==> src/rtl/fp_normalize_round_pkg.sv <==
// Shared single-precision definitions for the normalize/round/pack stage:
// format constants, flag bit positions and the packed result layout.
package fp_normalize_round_pkg;

  localparam int          FP_BIAS      = 127;
  localparam int          FP_EXP_MAX   = 255;
  localparam logic [31:0] FP_CANON_NAN = 32'h7FC0_0000;

  localparam int FLAG_OF = 2;
  localparam int FLAG_UF = 1;
  localparam int FLAG_NX = 0;

  typedef struct packed {
    logic        sign;
    logic [7:0]  exp;
    logic [22:0] frac;
  } fp32_t;

  function automatic fp32_t fp_pack(input logic sign, input logic [7:0] exp, input logic [22:0] frac);
    fp32_t r;
    r.sign = sign;
    r.exp  = exp;
    r.frac = frac;
    return r;
  endfunction

endpackage

==> src/rtl/fp_normalize_round_lzc.sv <==
// Parameterized leading-zero counter; an all-zero input reports W.
module fp_lzc #(
  parameter int W = 48
) (
  input  logic [W-1:0]             a,
  output logic [$clog2(W+1)-1:0]   cnt
);

  localparam int CW = $clog2(W + 1);

  // Scan upward so the highest set bit is the one that sticks.
  always_comb begin
    cnt = CW'(W);
    for (int i = 0; i < W; i++) begin
      cnt = a[i] ? CW'(W - 1 - i) : cnt;
    end
  end

endmodule

==> src/rtl/fp_normalize_round.sv <==
// Two-stage normalize / round-to-nearest-even / pack stage producing an
// IEEE-754 single with {OF, UF, NX} flags behind a valid/ready handshake.
module fp_normalize_round
  import fp_normalize_round_pkg::*;
#(
  parameter int MANT_W   = 48,
  parameter int EXP_W    = 10,
  parameter bit ROUND_EN = 1'b1
) (
  input  logic              clk,
  input  logic              rst,
  input  logic              in_valid,
  output logic              in_ready,
  input  logic              in_sign,
  input  logic [EXP_W-1:0]  in_exp,
  input  logic [MANT_W-1:0] in_mant,
  input  logic              in_nan,
  input  logic              in_inf,
  output logic              out_valid,
  input  logic              out_ready,
  output logic [31:0]       out_result,
  output logic [2:0]        out_flags
);

  localparam int LZC_W = $clog2(MANT_W + 1);
  localparam int EW    = EXP_W + 2;
  localparam int FW    = MANT_W - 1;
  localparam logic signed [EW-1:0] E_MAX = EW'(FP_EXP_MAX);

  logic [LZC_W-1:0] lzc;
  logic [FW-1:0]    norm;
  logic             s2_adv;
  logic             in_accept;

  logic                 s1_valid_q, s1_valid_d;
  logic                 s1_sign_q,  s1_sign_d;
  logic                 s1_nan_q,   s1_nan_d;
  logic                 s1_inf_q,   s1_inf_d;
  logic                 s1_zero_q,  s1_zero_d;
  logic signed [EW-1:0] s1_exp_q,   s1_exp_d;
  logic [FW-1:0]        s1_frac_q,  s1_frac_d;

  logic        s2_valid_q,   s2_valid_d;
  fp32_t       out_result_q, out_result_d;
  logic [2:0]  out_flags_q,  out_flags_d;

  logic [22:0]          frac;
  logic                 guard;
  logic                 sticky;
  logic                 rnd_up;
  logic [23:0]          frac_inc;
  logic signed [EW-1:0] exp_rnd;
  fp32_t                res;
  logic [2:0]           flags;

  fp_lzc #(.W(MANT_W)) u_lzc (
    .a   (in_mant),
    .cnt (lzc)
  );

  // Stage 1: handshake and normalization; the hidden bit is dropped after the shift.
  always_comb begin
    s2_adv     = !s2_valid_q || out_ready;
    in_ready   = !s1_valid_q || s2_adv;
    in_accept  = in_valid && in_ready;
    norm       = FW'(in_mant << lzc);
    s1_valid_d = in_accept || (s1_valid_q && !s2_adv);
    if (in_accept) begin
      s1_sign_d = in_sign;
      s1_nan_d  = in_nan;
      s1_inf_d  = in_inf;
      s1_zero_d = (in_mant == {MANT_W{1'b0}});
      s1_exp_d  = {{2{in_exp[EXP_W-1]}}, in_exp} + EW'(1) - EW'(lzc);
      s1_frac_d = norm;
    end else begin
      s1_sign_d = s1_sign_q;
      s1_nan_d  = s1_nan_q;
      s1_inf_d  = s1_inf_q;
      s1_zero_d = s1_zero_q;
      s1_exp_d  = s1_exp_q;
      s1_frac_d = s1_frac_q;
    end
  end

  // Stage 2: round to nearest even, then resolve special cases by priority.
  always_comb begin
    frac     = s1_frac_q[FW-1 -: 23];
    guard    = s1_frac_q[FW-24];
    sticky   = |s1_frac_q[FW-25:0];
    rnd_up   = ROUND_EN && guard && (sticky || frac[0]);
    frac_inc = {1'b0, frac} + {23'd0, rnd_up};
    exp_rnd  = s1_exp_q + EW'(frac_inc[23]);
    flags    = 3'b000;
    if (s1_nan_q) begin
      res = fp32_t'(FP_CANON_NAN);
    end else if (s1_inf_q) begin
      res = fp_pack(s1_sign_q, 8'hFF, 23'd0);
    end else if (s1_zero_q) begin
      res = fp_pack(s1_sign_q, 8'h00, 23'd0);
    end else if (exp_rnd >= E_MAX) begin
      res            = fp_pack(s1_sign_q, 8'hFF, 23'd0);
      flags[FLAG_OF] = 1'b1;
      flags[FLAG_NX] = 1'b1;
    end else if (exp_rnd[EW-1] || (exp_rnd == {EW{1'b0}})) begin
      res            = fp_pack(s1_sign_q, 8'h00, 23'd0);
      flags[FLAG_UF] = 1'b1;
      flags[FLAG_NX] = 1'b1;
    end else begin
      res            = fp_pack(s1_sign_q, exp_rnd[7:0], frac_inc[22:0]);
      flags[FLAG_NX] = guard || sticky;
    end

    s2_valid_d = s2_adv ? s1_valid_q : s2_valid_q;
    if (s2_adv && s1_valid_q) begin
      out_result_d = res;
      out_flags_d  = flags;
    end else begin
      out_result_d = out_result_q;
      out_flags_d  = out_flags_q;
    end
  end

  // Pipeline state; reset drops any in-flight beats.
  always_ff @(posedge clk or posedge rst) begin
    if (rst) begin
      s1_valid_q   <= 1'b0;
      s1_sign_q    <= 1'b0;
      s1_nan_q     <= 1'b0;
      s1_inf_q     <= 1'b0;
      s1_zero_q    <= 1'b0;
      s1_exp_q     <= {EW{1'b0}};
      s1_frac_q    <= {FW{1'b0}};
      s2_valid_q   <= 1'b0;
      out_result_q <= 32'h0000_0000;
      out_flags_q  <= 3'b000;
    end else begin
      s1_valid_q   <= s1_valid_d;
      s1_sign_q    <= s1_sign_d;
      s1_nan_q     <= s1_nan_d;
      s1_inf_q     <= s1_inf_d;
      s1_zero_q    <= s1_zero_d;
      s1_exp_q     <= s1_exp_d;
      s1_frac_q    <= s1_frac_d;
      s2_valid_q   <= s2_valid_d;
      out_result_q <= out_result_d;
      out_flags_q  <= out_flags_d;
    end
  end

  assign out_valid  = s2_valid_q;
  assign out_result = out_result_q;
  assign out_flags  = out_flags_q;

endmodule
==> config.mk <==
export PLATFORM = sky130hd
export DESIGN_NAME = fp_normalize_round
export DESIGN_NICKNAME = d
export VERILOG_FILES = /design/src/rtl/fp_normalize_round_pkg.sv /design/src/rtl/fp_normalize_round_lzc.sv /design/src/rtl/fp_normalize_round.sv
export SDC_FILE = /design/constraint.sdc
export NUM_CORES = 1
export LEC_CHECK = 0
export CORE_MARGIN = 8
export CORE_UTILIZATION = 52
export DETAILED_ROUTE_END_ITERATION = 16
export PLACE_DENSITY = 0.75
export SKIP_LAST_GASP = 1
export SLEW_MARGIN = 20
export SYNTH_ARGS = -nofsm -noshare
export SYNTH_HDL_FRONTEND = slang
export SYNTH_SLANG_ARGS = --single-unit
==> constraint.sdc <==
create_clock -name clk -period 3.8 [get_ports clk]
set_input_delay 0.38 -clock clk [delete_from_list [all_inputs] [get_ports clk]]
set_output_delay 0.38 -clock clk [all_outputs]
set_load 0.02 [all_outputs]
# Yosys cells after proc, flatten, opt, wreduce, memory -nomap -nowiden
# Cells that the tools add are included.
dict set report classes {
  add_sub_neg 4
  n_mul 0
  div_mod_pow 0
  magnitude_cmp 1
  n_eq_ne 0
  shift 1
  n_mux 61
  bitwise 0
  n_reduce_logical 16
}
# cell count
set op_table {}
lappend op_table {{6-bit two-way mux} 47}
lappend op_table {{31-bit two-way mux} 4}
lappend op_table {{48-bit zero test} 1}
lappend op_table {{48-bit by 6-bit << shifter with 47-bit output} 1}
lappend op_table {{32-bit two-way mux} 1}
lappend op_table {{23-bit by 1-bit adder with 24-bit output} 1}
lappend op_table {{23-bit OR reduction} 1}
lappend op_table {{12-bit by 1-bit adder with 12-bit output} 1}
lappend op_table {{12-bit by 9-bit >= comparator with 1-bit output (second input constant)} 1}
lappend op_table {{12-bit zero test} 1}
lappend op_table {{11-bit by 7-bit subtractor with 12-bit output} 1}
lappend op_table {{10-bit by 2-bit adder with 11-bit output (second input constant)} 1}
lappend op_table {{3-bit two-way mux} 3}
lappend op_table {{1-bit logical OR} 6}
lappend op_table {{1-bit two-way mux} 5}
lappend op_table {{5-bit two-way mux} 1}
lappend op_table {{1-bit logical AND} 4}
lappend op_table {{1-bit zero test} 3}
dict set report word_totals {
  reg_bits 100
  latch_bits 0
  ramBits 0
  mem_bits_ro 0
  elab_cells 95
  memories 0
}

# Depth between registers and ports, before layout
# Gate-level depths: netlist of run 1.
dict set report logic_depth {
  depth_word 49
  mapped_depth 24
  mapped_depth_nobuf 22
}

# Hierarchy
# A second synthesis of run 1 with hierarchy kept.
dict set report unflattened {
  hier_cells 941
  hier_area_um2 8184.1
}
# module instances cells_per_inst area_each_um2 seq_area_each_um2
set modules_own_cells {}
lappend modules_own_cells {fp_normalize_round 1 836 7584.8 2502.4}
lappend modules_own_cells {fp_lzc 1 105 599.3 0.0}

# Least setup slack after synthesis of run 1
# OpenSTA, ideal clock, no wires.
dict set report synth_path {
  path_kind {in2reg}
  from {input port in_mant[36]}
  to {register s1_exp_q[11]}
  setup_time_ps 64
  arrival_ps 4139
  required_time_ps 3736
  path_slack_ps -403
  path_stages 20
  n_path_buf 4
  cell_sequence {buf_6 > nor4_4 > nand2_1 > a311oi_4 > nor2_8 > inv_4 > buf_6 > clkbuf_1 > clkbuf_1 > ha_1 > ha_1 > a21oi_1 > o21ai_0 > and2_1 > o21ai_0 > nand2b_1 > a21o_1 > a21o_1 > a211oi_1 > a21o_1}
}
dict set report synth_via {
  elab_chain_len 13
}
# element line
set synth_lines {}
lappend synth_lines {{start, declared} fp_normalize_round.sv:16} ;# input logic [MANT_W-1:0] in_mant,
lappend synth_lines {{6-bit two-way mux (12 in a row)} fp_normalize_round_lzc.sv:15} ;# cnt = a[i] ? CW'(W - 1 - i) : cnt;
lappend synth_lines {{11-bit by 7-bit subtractor with 12-bit output} fp_normalize_round.sv:73} ;# s1_exp_d = {{2{in_exp[EXP_W-1]}}, in_exp} + EW'(1) - EW'(lzc);
lappend synth_lines {{end signal, assigned} fp_normalize_round.sv:131} ;# s1_exp_q <= {EW{1'b0}};
lappend synth_lines {{end signal, assigned} fp_normalize_round.sv:142} ;# s1_exp_q <= s1_exp_d;
lappend synth_lines {{end, declared} fp_normalize_round.sv:40} ;# logic signed [EW-1:0] s1_exp_q, s1_exp_d;
# Every way passes these cells.
# A chain may end at the register's enable or synchronous reset.

# Worst setup path after layout of run 1
dict set report layout_path {
  from {register s1_frac_q[15]}
  to {register out_result_q, in the netlist out_result[4]}
}
dict set report layout_via {
  elab_chain_len 12
  elab_cells_between_ends 13
  cone_classes {add/sub (2); order compare (1); mux (5); reduce/logical (5)}
}
# element line
set layout_lines {}
lappend layout_lines {{start, declared} fp_normalize_round.sv:41} ;# logic [FW-1:0] s1_frac_q, s1_frac_d;
lappend layout_lines {{start signal, assigned} fp_normalize_round.sv:132} ;# s1_frac_q <= {FW{1'b0}};
lappend layout_lines {{start signal, assigned} fp_normalize_round.sv:143} ;# s1_frac_q <= s1_frac_d;
lappend layout_lines {{23-bit OR reduction (*)} fp_normalize_round.sv:89} ;# sticky = |s1_frac_q[FW-25:0];
lappend layout_lines {{1-bit logical OR (*)} fp_normalize_round.sv:90} ;# rnd_up = ROUND_EN && guard && (sticky || frac[0]);
lappend layout_lines {{1-bit logical AND (*)} fp_normalize_round.sv:90}
lappend layout_lines {{23-bit by 1-bit adder with 24-bit output (*)} fp_normalize_round.sv:91} ;# frac_inc = {1'b0, frac} + {23'd0, rnd_up};
lappend layout_lines {{parallel branches: the longest is 4 deep, another holds 12-bit by 1-bit adder with 12-bit output} --}
lappend layout_lines {{31-bit two-way mux (*)} fp_normalize_round.sv:100} ;# end else if (exp_rnd >= E_MAX) begin
lappend layout_lines {{31-bit two-way mux (*)} fp_normalize_round.sv:98} ;# end else if (s1_zero_q) begin
lappend layout_lines {{31-bit two-way mux (*)} fp_normalize_round.sv:96} ;# end else if (s1_inf_q) begin
lappend layout_lines {{32-bit two-way mux (*)} fp_normalize_round.sv:94} ;# if (s1_nan_q) begin
lappend layout_lines {{end signal, assigned} fp_normalize_round.sv:145} ;# out_result_q <= out_result_d;
lappend layout_lines {{end, declared} fp_normalize_round.sv:44} ;# fp32_t out_result_q, out_result_d;
# Every way passes the cells marked *.

==> impl_summary.log, run 1 <==
INFO  metric global_route_wire_length_before_repair = 50.7 mm
INFO  metric p_per_area = 338 nW/um^2
INFO  metric cts.sink_count = 100
INFO  metric rows = 47
INFO  metric detailroute.via_count = 9909
INFO  metric cts_max_level = 3
INFO  metric num-fill-cells = 1190
INFO  metric synth_area_leaders = sky130_fd_sc_hd__dfrtp_1 (29%), sky130_fd_sc_hd__nand2_1 (6.4%), sky130_fd_sc_hd__mux2i_1 (5.9%)
INFO  metric worst_ep_arrival_time = 4.25 ns
INFO  metric path_cells = nor4_2, nand4_1, o31a_1, ha_2, nand3_4, nor2_4, nand2_2, nor2_4, nand3_2, nor3_4, ha_4, ha_4, nand2_4, nor3_4, mux2_4, o31ai_4, o41ai_2, nand2b_1, buf_4, nand3_4, buf_12, o21ai_0
INFO  metric die_area = 20900 sq um
INFO  metric setup.worst_path.class = register to register
INFO  metric top_achievable_clock_speed = 250 MHz
INFO  metric remaining_drc_errors = 0
INFO  metric grt_overflow_total = 0
INFO  metric class_of_the_tightest_hold_or_removal_check = primary input to async pin
INFO  metric syn-instance-count = 1060
INFO  metric ant_nets = 0
INFO  metric critPathMaxStageDelay = 0.38 ns
INFO  metric tightestPinTransition = 0.759 ns
INFO  metric worstSetupStartpointType = register
INFO  metric critical-path-slowest-cell = sky130_fd_sc_hd__dfrtp_1
INFO  metric synth_async_sr_flop_share = 100%
INFO  metric ys_top_cells_by_count = sky130_fd_sc_hd__nand2_1 (146), sky130_fd_sc_hd__dfrtp_1 (100), sky130_fd_sc_hd__nor2_1 (85)
INFO  metric tritoncts = yes
INFO  metric peakVddDrop = 0.279 mV
INFO  metric place.gp.congestion = 1.03
INFO  metric synth_area_leader_cell = sky130_fd_sc_hd__dfrtp_1
INFO  metric pin_count = 102
INFO  metric synth-warning-count = 0
INFO  metric setup_repair_after_global_routing_missed_its_margin = true
INFO  metric gr-usage-all-layers = 31.0%
INFO  metric die_height = 144 um
INFO  metric violated_checks = setup timing
INFO  metric p_leak = 5.57 nW
INFO  metric ys_types = 92
INFO  metric detail_route.iter0.violations = 1166
INFO  metric finish.net_count = 1437
INFO  metric post_cts_hold_buffer_count = 0
INFO  metric final.setup_skew = 0.0119 ns
INFO  metric finalWorstSetupSlack = -0.206 ns
INFO  metric clock_latency = 0.36 ns
INFO  metric firstDrtPassIters = 6
INFO  metric avgRoutedWirePerCell = 21.1 um
INFO  metric ys.flop_type = sky130_fd_sc_hd__dfrtp_1
INFO  metric placement.setup.worst_slack = -0.463 ns
INFO  metric timing.final.crit_period = 4.01 ns
INFO  metric hpwlAfterDp = 24.2 mm
INFO  metric clock_tree.root_cell = sky130_fd_sc_hd__clkbuf_16
INFO  metric detail_route.vias_per_cell = 6.28
INFO  metric synth_seq_cells = 100
INFO  metric yosys.cell_count.top_type = sky130_fd_sc_hd__nand2_1
INFO  metric final_min_period_over_clock_period = 105%
INFO  metric instances_no_fill = 1577
INFO  metric detail_route.wirelength = 33.2 mm
INFO  metric postSynthAreaPerCell = 8.10 sq um
INFO  metric grt_start_max_net_pins = 56
INFO  metric post_synth_instance_area = 8580 sq um
INFO  metric synth_sequential_area_ratio = 29.2%
INFO  metric final-hold-violation-count = 0
INFO  metric synth_nets = 1145
INFO  metric initial_core_util = 52.5%
INFO  metric area_delta_synth_final = 44.6%
INFO  metric maxCapViolCount = 0
INFO  metric number_of_enable_flip_flop_cells_after_synthesis = 0
INFO  metric insertedDiodeCount = 0
INFO  metric setup_violations = 29
INFO  metric die_w = 144 um
INFO  metric cts-buffers-inserted = 9
INFO  metric final_layout_size_suffix_gt1_share = 29.0%
INFO  metric totalNegativeSetupSlack = -3.70 ns
INFO  metric dpl.cell_count = 1543
INFO  metric worstPathRequired = 4.05 ns
INFO  metric buffers_on_ports = 101
INFO  metric clk_transition_reported_paths = 0.07 ns
INFO  metric netlist.area_leader.share = 29.2%
INFO  metric slew_violations = 0
INFO  metric slew_headroom = 49.2%
INFO  metric kind_of_end_point_of_the_critical_path = register
INFO  metric core_region_area = 16300 sq um
INFO  metric grt_antenna_before_repair = 0
INFO  metric run_status = finished with violations
INFO  metric critPathMaxFanout = 10
INFO  metric clock_path_buffers = 2
INFO  metric grt_pass1_vias = 9571
[state kept, by name, indices dropped and copies added (netlist names)]
| signal | count |
|---|---|
| s1_frac_q | 47 |
| out_result | 32 |
| s1_exp_q | 12 |
| out_flags | 3 |
| out_valid | 1 |
| s1_inf_q | 1 |
| s1_nan_q | 1 |
| s1_sign_q | 1 |
| s1_valid_q | 1 |
| s1_zero_q | 1 |
[final cells by class]
class	count	area (sq um)	area share (%)
Tap cell	220	275	2.22
Clock inverter	6	111	0.897
Multi-Input combinational cell	853	6170	49.7
Timing Repair Buffer	346	2950	23.7
Clock buffer	10	239	1.93
Sequential cell	100	2500	20.2
Inverter	42	165	1.33
[per-layer routing]
metal / vias to the layer above / routed length, um / global-route usage, %
met3: 119 / 2310 / 4.03
met5: - / 0 / 0
met2: 554 / 15600 / 50.5
met4: 0 / 2080 / 18.9
li1: 4540 / - / -
met1: 4696 / 13200 / 38.3
[power breakdown]
group | internal [mW] | leakage (nW) | switching (mW)
clock | 0.662 | 0.169 | 0.414
sequential | 1.24 | 1.24 | 0.178
combinational | 0.805 | 4.16 | 0.897
[per-stage QoR]
step                      utilization (%)  area [sq um]  hold WS [ns]  total power, mW
after global routing                 75.9         12400         0.512             4.36
after global placement               70.0         11400         0.451             2.87
after detailed placement             70.0         11400         0.467             2.91
after floorplan                         -          8740         0.446             2.18
final                                75.9         12400         0.464             4.20
after CTS                            73.9         12100         0.484             4.05
[cell families (layout without fill, tap and decap cells)]
group | Yosys count | after routing | share of synthesized area [%]
AO/OA/AOI/OAI | 339 | 339 | 28.3
XOR/XNOR | 34 | 34 | 3.47
buffers and inverters | 107 | 404 | 5.19
flip-flops | 100 | 100 | 29.2
multiplexers | 73 | 73 | 8.83
AND/OR/NAND/NOR | 387 | 387 | 22.0
adder cells (fa/ha/maj) | 20 | 20 | 3.00
[what timing repair did]
action | CTS | global route
buffers inserted | 9 | 10
gates resized for setup | 49 | 81
cloned | 1 | 0
pin swaps | 21 | 44
endpoints found under the setup margin | 34 | 41
[worst paths after layout]
check | slack, ns | cells past startpoint | end | startpoint
hold reg to reg | 0.49 | 2 | out_result[10] | out_result[10]
setup / recovery | -0.21 | 22 | out_result[4] | s1_frac_q[15]
max in group asynchronous | 2.57 | 3 | out_result[26] | rst
setup reg to reg | -0.21 | 22 | out_result[4] | s1_frac_q[15]
min in group clk | 0.49 | 2 | out_result[10] | out_result[10]
hold / removal | 0.46 | 2 | s1_frac_q[40] | rst
[cells in the final DEF, fill, tap and decap left out, types with 9 or more instances in the layout]
cell                              count
sky130_fd_sc_hd__a21oi_1             44
sky130_fd_sc_hd__dfrtp_1            100
sky130_fd_sc_hd__ha_1                12
sky130_fd_sc_hd__nand2_2              9
sky130_fd_sc_hd__o211ai_1            16
sky130_fd_sc_hd__o21ai_1             30
sky130_fd_sc_hd__nor2_1              82
sky130_fd_sc_hd__mux2_2              17
sky130_fd_sc_hd__clkdlybuf4s50_1     82
sky130_fd_sc_hd__and3_1              13
sky130_fd_sc_hd__clkbuf_16            9
sky130_fd_sc_hd__o21ai_0             45
sky130_fd_sc_hd__a211oi_1            15
sky130_fd_sc_hd__a32oi_1             10
sky130_fd_sc_hd__dlymetal6s2s_1      17
sky130_fd_sc_hd__nand2b_1            10
sky130_fd_sc_hd__mux2i_1             51
sky130_fd_sc_hd__a22oi_1              9
sky130_fd_sc_hd__a21o_1              12
sky130_fd_sc_hd__nor3_1              17
sky130_fd_sc_hd__xnor2_1             15
sky130_fd_sc_hd__buf_4              238
sky130_fd_sc_hd__nand3_1             31
sky130_fd_sc_hd__a21oi_2              9
sky130_fd_sc_hd__inv_1               33
sky130_fd_sc_hd__nand4_1             10
sky130_fd_sc_hd__nand2_1            137
sky130_fd_sc_hd__xor2_1              16
sky130_fd_sc_hd__o31ai_1              9
sky130_fd_sc_hd__a22o_1              15
[critical path: cells and delay by family (launching register included)]
family	cells	cell delay (ns)
simple gates	12	1.52
compound gates	4	0.76
fa+ha+maj	3	0.57
flops	1	0.38
mux	1	0.33
buf+inv	2	0.33
(Power assumes the default switching activity.)
==> inputs of run 2 (changes only) <==
- SLEW_MARGIN: 20 -> not set
==> results of run 2 <==
Final layout, timing and power as in run 1 (identical DEF).
==> RTL change 1 (settings of run 2) <==
Change the parameter `EXP_W` from 10 to 8.
--- a/src/rtl/fp_normalize_round.sv
+++ b/src/rtl/fp_normalize_round.sv
@@ -6,3 +6,3 @@
   parameter int MANT_W   = 48,
-  parameter int EXP_W    = 10,
+  parameter int EXP_W    = 8,
   parameter bit ROUND_EN = 1'b1
Ports: changed (resized in_exp); port bits go from 102 to 100. The function was not compared with the original's and may differ.
==> RTL change 1 against run 2 <==
- the run still ends with setup timing left
- final cell count fell by 1.5%
- sequential cell count shrank 2
- routed wire length fell by 5.9%
- power down 2.4%
- area after synthesis fell by 4.6%
- final area down 5.1%
- critical path depth grew 2
- clock skew shrank 0.00098 ns
- setup slack worse by 0.32 ns
- core utilization decreased by 0.68 points
- critical endpoint is now out_result[22]
- highest routed layer unchanged
==> RTL change 1: results (changes against run 2) <==
R2R Path End=out_result[22]; YS warnings=0 (unchanged); antenna violations before repair=0 (unchanged); antenna diode count=0 (unchanged); DR iter-0 viols=855 (-27%); post-CTS sizing=31 (-37%); placed cells=1522 (-1.4%); Hold Path Class=input pin to asynchronous set/reset pin; Reg-to-Reg Start=s1_frac_q[21]; clock skew=0.01095 ns (-0.0009777 ns); total CTS buffers=9 (unchanged); PnR worst setup slack=-0.5254 ns (-0.3191 ns); Synth cell types=85 (-7.6%); H-tree levels=3 (unchanged); Non-Filler Instances=1554 (-1.5%); slowest library cell on the worst path=or4_4; Leak=0.005121 µW (-8.1%); post-CTS setup buffer count=8 (-1); failing checks=setup timing; vias in the first global route=9456 (-1.2%); clk slew on worst S/H paths=0.07 ns (about the same); first-pass GRT wire length=49400 µm (-2.6%); fill count=1218 (+2.4%); pre-CTS setup slack=-0.3718 ns (+0.09090 ns); switching share of power=0.3433 (-0.01153); layout cells sized above 1=0.2743 (-0.01532); CP arrival=4.59 ns (+0.34 ns); syn_nets=1125 (-1.7%); critical path's largest stage delay=0.54 ns (+0.16 ns); status=finished, violations left; maximum VDD drop=0.2605 mV (-6.7%); Total Routing Usage GR=0.3078 (-0.001772); Avg Cell Area, Syn=7.842 µm² (-3.2%); Rel. slew slack=0.5143 (+0.02222); Reg with most FFs=s1_frac_q; largest net degree at the start of global routing=55 (-1.8%); dpl cell area=0.01101 mm² (-3.7%); FFs w/ async S/R, synth=1.000 (unchanged); Synth area leaders=dfrtp_1 (30%), nand2_1 (7.4%), o21ai_0 (5.0%); Final #Nets=1414 (-1.6%); clock latency on the worst-skew pair=0.35 ns; vias per inst=6.232 (-0.81%); final setup fails=31 (+6.9%); max FFs per register=47 (unchanged); Max Root-Sink Buffers=2 (unchanged); total of max-cap violations=0 (unchanged); port bufs=99 (-2.0%); HPWL after DPL=23630 µm (-2.4%); Placer Congestion=0.9977 (-3.4%); CP Max Fanout=3 (-7); drt pass-1 iters=6 (unchanged); R2R depth=24 (+9.1%); Root Driver=clkbuf_16; sequential fraction of the synthesis area=0.2996 (+0.008012); drt wl/cell=20.14 µm (-4.5%); top post-synthesis cells by count=nand2_1 (162), nor2_1 (103), dfrtp_1 (98)
-- RTL change 1: cell count changes in the layout (fill, tap and decap cells not counted), moves of 8 or more --
cell,delta
inv_1,-10
o21ai_1,-11
o31ai_1,+8
dlymetal6s2s_1,-17
clkdlybuf4s50_1,+17
o21ai_0,+11
nand2_1,+22
nor3_1,+8
mux2i_1,-12
o21ai_2,+11
nor2_1,+18
-- RTL change 1: worst max-delay path: cells and delay by family, from the launching register on --
kind | cells | cell delay [ns]
buffers and inverters | 2 | 0.18
AND/OR/NAND/NOR | 15 | 2.28
adder cells (fa/ha/maj) | 3 | 0.50
AO/OA/AOI/OAI | 3 | 0.64
flip-flops | 1 | 0.40
XOR/XNOR | 1 | 0.23
-- RTL change 1: routing by layer --
metal | vias up | share of wire | GRT usage
met5 | - | 0 | 0
met4 | 0 | 0.046 | 0.1408
met3 | 121 | 0.068 | 0.03797
met2 | 522 | 0.49 | 0.5355
met1 | 4585 | 0.39 | 0.3743
li1 | 4457 | - | -
-- RTL change 1: per-stage QoR --
| step | util | setup TNS [ns] | hold slack [ns] |
|---|---|---|---|
| final | 0.7523 | -9.551 | 0.4803 |
| after global routing | 0.7523 | -14.30 | 0.5027 |
| after CTS | 0.7399 | -5.719 | 0.4817 |
| after detailed placement | 0.7033 | -12.05 | 0.4690 |
| after global placement | 0.7033 | -10.84 | 0.4516 |
| after floorplan | - | -0.4385 | 0.4458 |
-- RTL change 1: cells by family after synthesis --
group / after synthesis / synth area share
adder cells (fa/ha/maj): 18 / 0.02843
flip-flops: 98 / 0.2996
multiplexers: 51 / 0.06557
AND/OR/NAND/NOR: 412 / 0.2370
buffers and inverters: 98 / 0.04891
AO/OA/AOI/OAI: 333 / 0.2841
XOR/XNOR: 34 / 0.03638
-- RTL change 1: worst max path at each step --
stage / startpoint / endpoint / slack (ns) / cells after the start
after floorplan: s1_frac_q[21] / out_result[22] / -0.09 / 24
after global placement: in_mant[0] / s1_exp_q[7] / -0.37 / 17
after detailed placement: s1_frac_q[0] / out_result[22] / -0.37 / 24
after CTS: s1_frac_q[0] / out_result[22] / -0.28 / 24
after global routing: s1_frac_q[21] / out_result[22] / -0.66 / 24
final: s1_frac_q[21] / out_result[22] / -0.53 / 24
-- RTL change 1: cell type report --
cell class / instances / area share
clock inverters: 7 / 0.01200
clock buffers: 9 / 0.01912
well taps: 216 / 0.02295
flip-flops and latches: 98 / 0.2082
inverters: 30 / 0.009774
multi-input cells: 851 / 0.4831
repair buffers: 343 / 0.2449
-- RTL change 1: power groups by stage --
stage / clock [µW] / sequential (µW) / combinational (µW)
after floorplan: 0 / 1420 / 701
after CTS: 1100 / 1390 / 1530
after global placement: 0 / 1380 / 1440
after detailed placement: 0 / 1390 / 1460
after global routing: 1150 / 1410 / 1700
final: 1110 / 1400 / 1590
==> RTL change 2 (settings of run 2) <==
Made on the original files. Put one more register stage on the output `out_flags`, with the module's reset. The value now appears one clock later. The other outputs are not delayed to match.
--- a/src/rtl/fp_normalize_round.sv
+++ b/src/rtl/fp_normalize_round.sv
@@ -151,3 +151,9 @@
   assign out_result = out_result_q;
-  assign out_flags  = out_flags_q;
+  always_ff @(posedge clk or posedge rst) begin
+    if (rst) begin
+      out_flags <= '0;
+    end else begin
+      out_flags <= out_flags_q;
+    end
+  end
 
Behaviour: not the same (Yosys sat finds a counterexample within 4 cycles, from zero or initial values and one cycle with rst high).
==> RTL change 2 against run 2 <==
- final area grew 0.12%
- fmax shrank 14%
- routed wire length is 6.4% lower
- worst hold slack worse by 0.077 ns
- sequential cell count is 3 higher
- critical endpoint is now out_result[14]
- die area rose by 1.9%
- critical path depth is the same
- clock power fell by 19%
- clock skew about the same
- the flow still finishes with violations (setup timing)
- area after synthesis rose by 2.1%
- largest cell class unchanged
- power decreased by 2.9%
- setup slack worse by 0.68 ns
==> RTL change 2: results (changes against run 2) <==
R2R Path End=out_result[14]; met2 usage in global routing=0.4700 (-0.03506); Synth area leaders=dfrtp_1 (29%), mux2i_1 (8.0%), nand2_1 (7.1%); Synth cell types=87 (-5.4%); first-pass GRT wire length=49760 µm (-1.9%); met2 WL post-DR=14740 µm (-5.7%); failing checks=setup timing; vias in the first global route=9637 (+0.69%); syn_nets=1168 (+2.0%); sequential fraction of the synthesis area=0.2941 (+0.002572); dpl cell area=0.01170 mm² (+2.3%); drt total wl=31120 µm (-6.4%); met3 wire len=2181 µm (-5.7%); DR iter-0 viols=899 (-23%); PnR worst setup slack=-0.8836 ns (-0.6773 ns); area taken by multi-input logic gates=0.006085 mm² (-1.4%); slowest library cell on the worst path=or4_4; clock skew=0.01161 ns (-0.0003210 ns); M1 WL=12920 µm (-2.2%); final setup fails=34 (+17%); Final TNS setup=-23.99 ns (-20.29 ns); Leak=0.005471 µW (-1.8%); CP arrival=4.95 ns (+0.70 ns); status=finished, violations left; Synth Area in Adders=0.02941 (-0.0006174)
-- RTL change 2: changes by cell type after synthesis, moves of 7 or more --
cell / before / now
nand3_1: 35 / 26
o22a_1: 9 / 0
mux2i_1: 51 / 70
o21ai_0: 69 / 86
o32ai_1: 7 / 0
nand2_1: 146 / 165
o2111ai_1: 3 / 12
o211ai_1: 16 / 29
a22o_1: 15 / 8
and3_1: 13 / 20
buf_2: 12 / 22
o31ai_1: 12 / 5
-- RTL change 2: kinds of logic (layout without fill, tap and decap cells) --
kind of cell | after synthesis | count (layout)
buf+inv | 111 | 414
flops | 103 | 103
simple gates | 395 | 397
xor+xnor | 35 | 35
compound gates | 326 | 326
fa+ha+maj | 20 | 20
mux | 93 | 93
-- RTL change 2: worst max-delay path by stage --
| stage | start | to | slack (ns) | depth (start not counted) |
|---|---|---|---|---|
| final | s1_frac_q[0] | out_result[14] | -0.88 | 22 |
| after global routing | s1_frac_q[0] | out_result[14] | -1.08 | 22 |
| after detailed placement | s1_frac_q[0] | out_result[21] | -0.99 | 22 |
| after floorplan | s1_frac_q[21] | out_result[9] | -0.68 | 23 |
| after global placement | s1_frac_q[0] | out_result[21] | -0.90 | 22 |
| after CTS | s1_frac_q[22] | out_result[21] | -0.90 | 22 |
-- RTL change 2: cell type report --
cell class	instances	area share
inverter	35	0.01138
tap	220	0.02215
sequential	103	0.2074
clock inverter	5	0.003424
multi-input combinational	871	0.4897
timing repair buffer	363	0.2472
clock buffer	11	0.01873
-- RTL change 2: report_power, final --
| group | total [µW] | switching [µW] | leakage (µW) | internal, µW |
|---|---|---|---|---|
| clock | 870 | 417 | 0.000131 | 452 |
| sequential | 1440 | 154 | 0.00127 | 1290 |
| combinational | 1760 | 900 | 0.00407 | 864 |
| total | 4070 | 1470 | 0.00547 | 2600 |
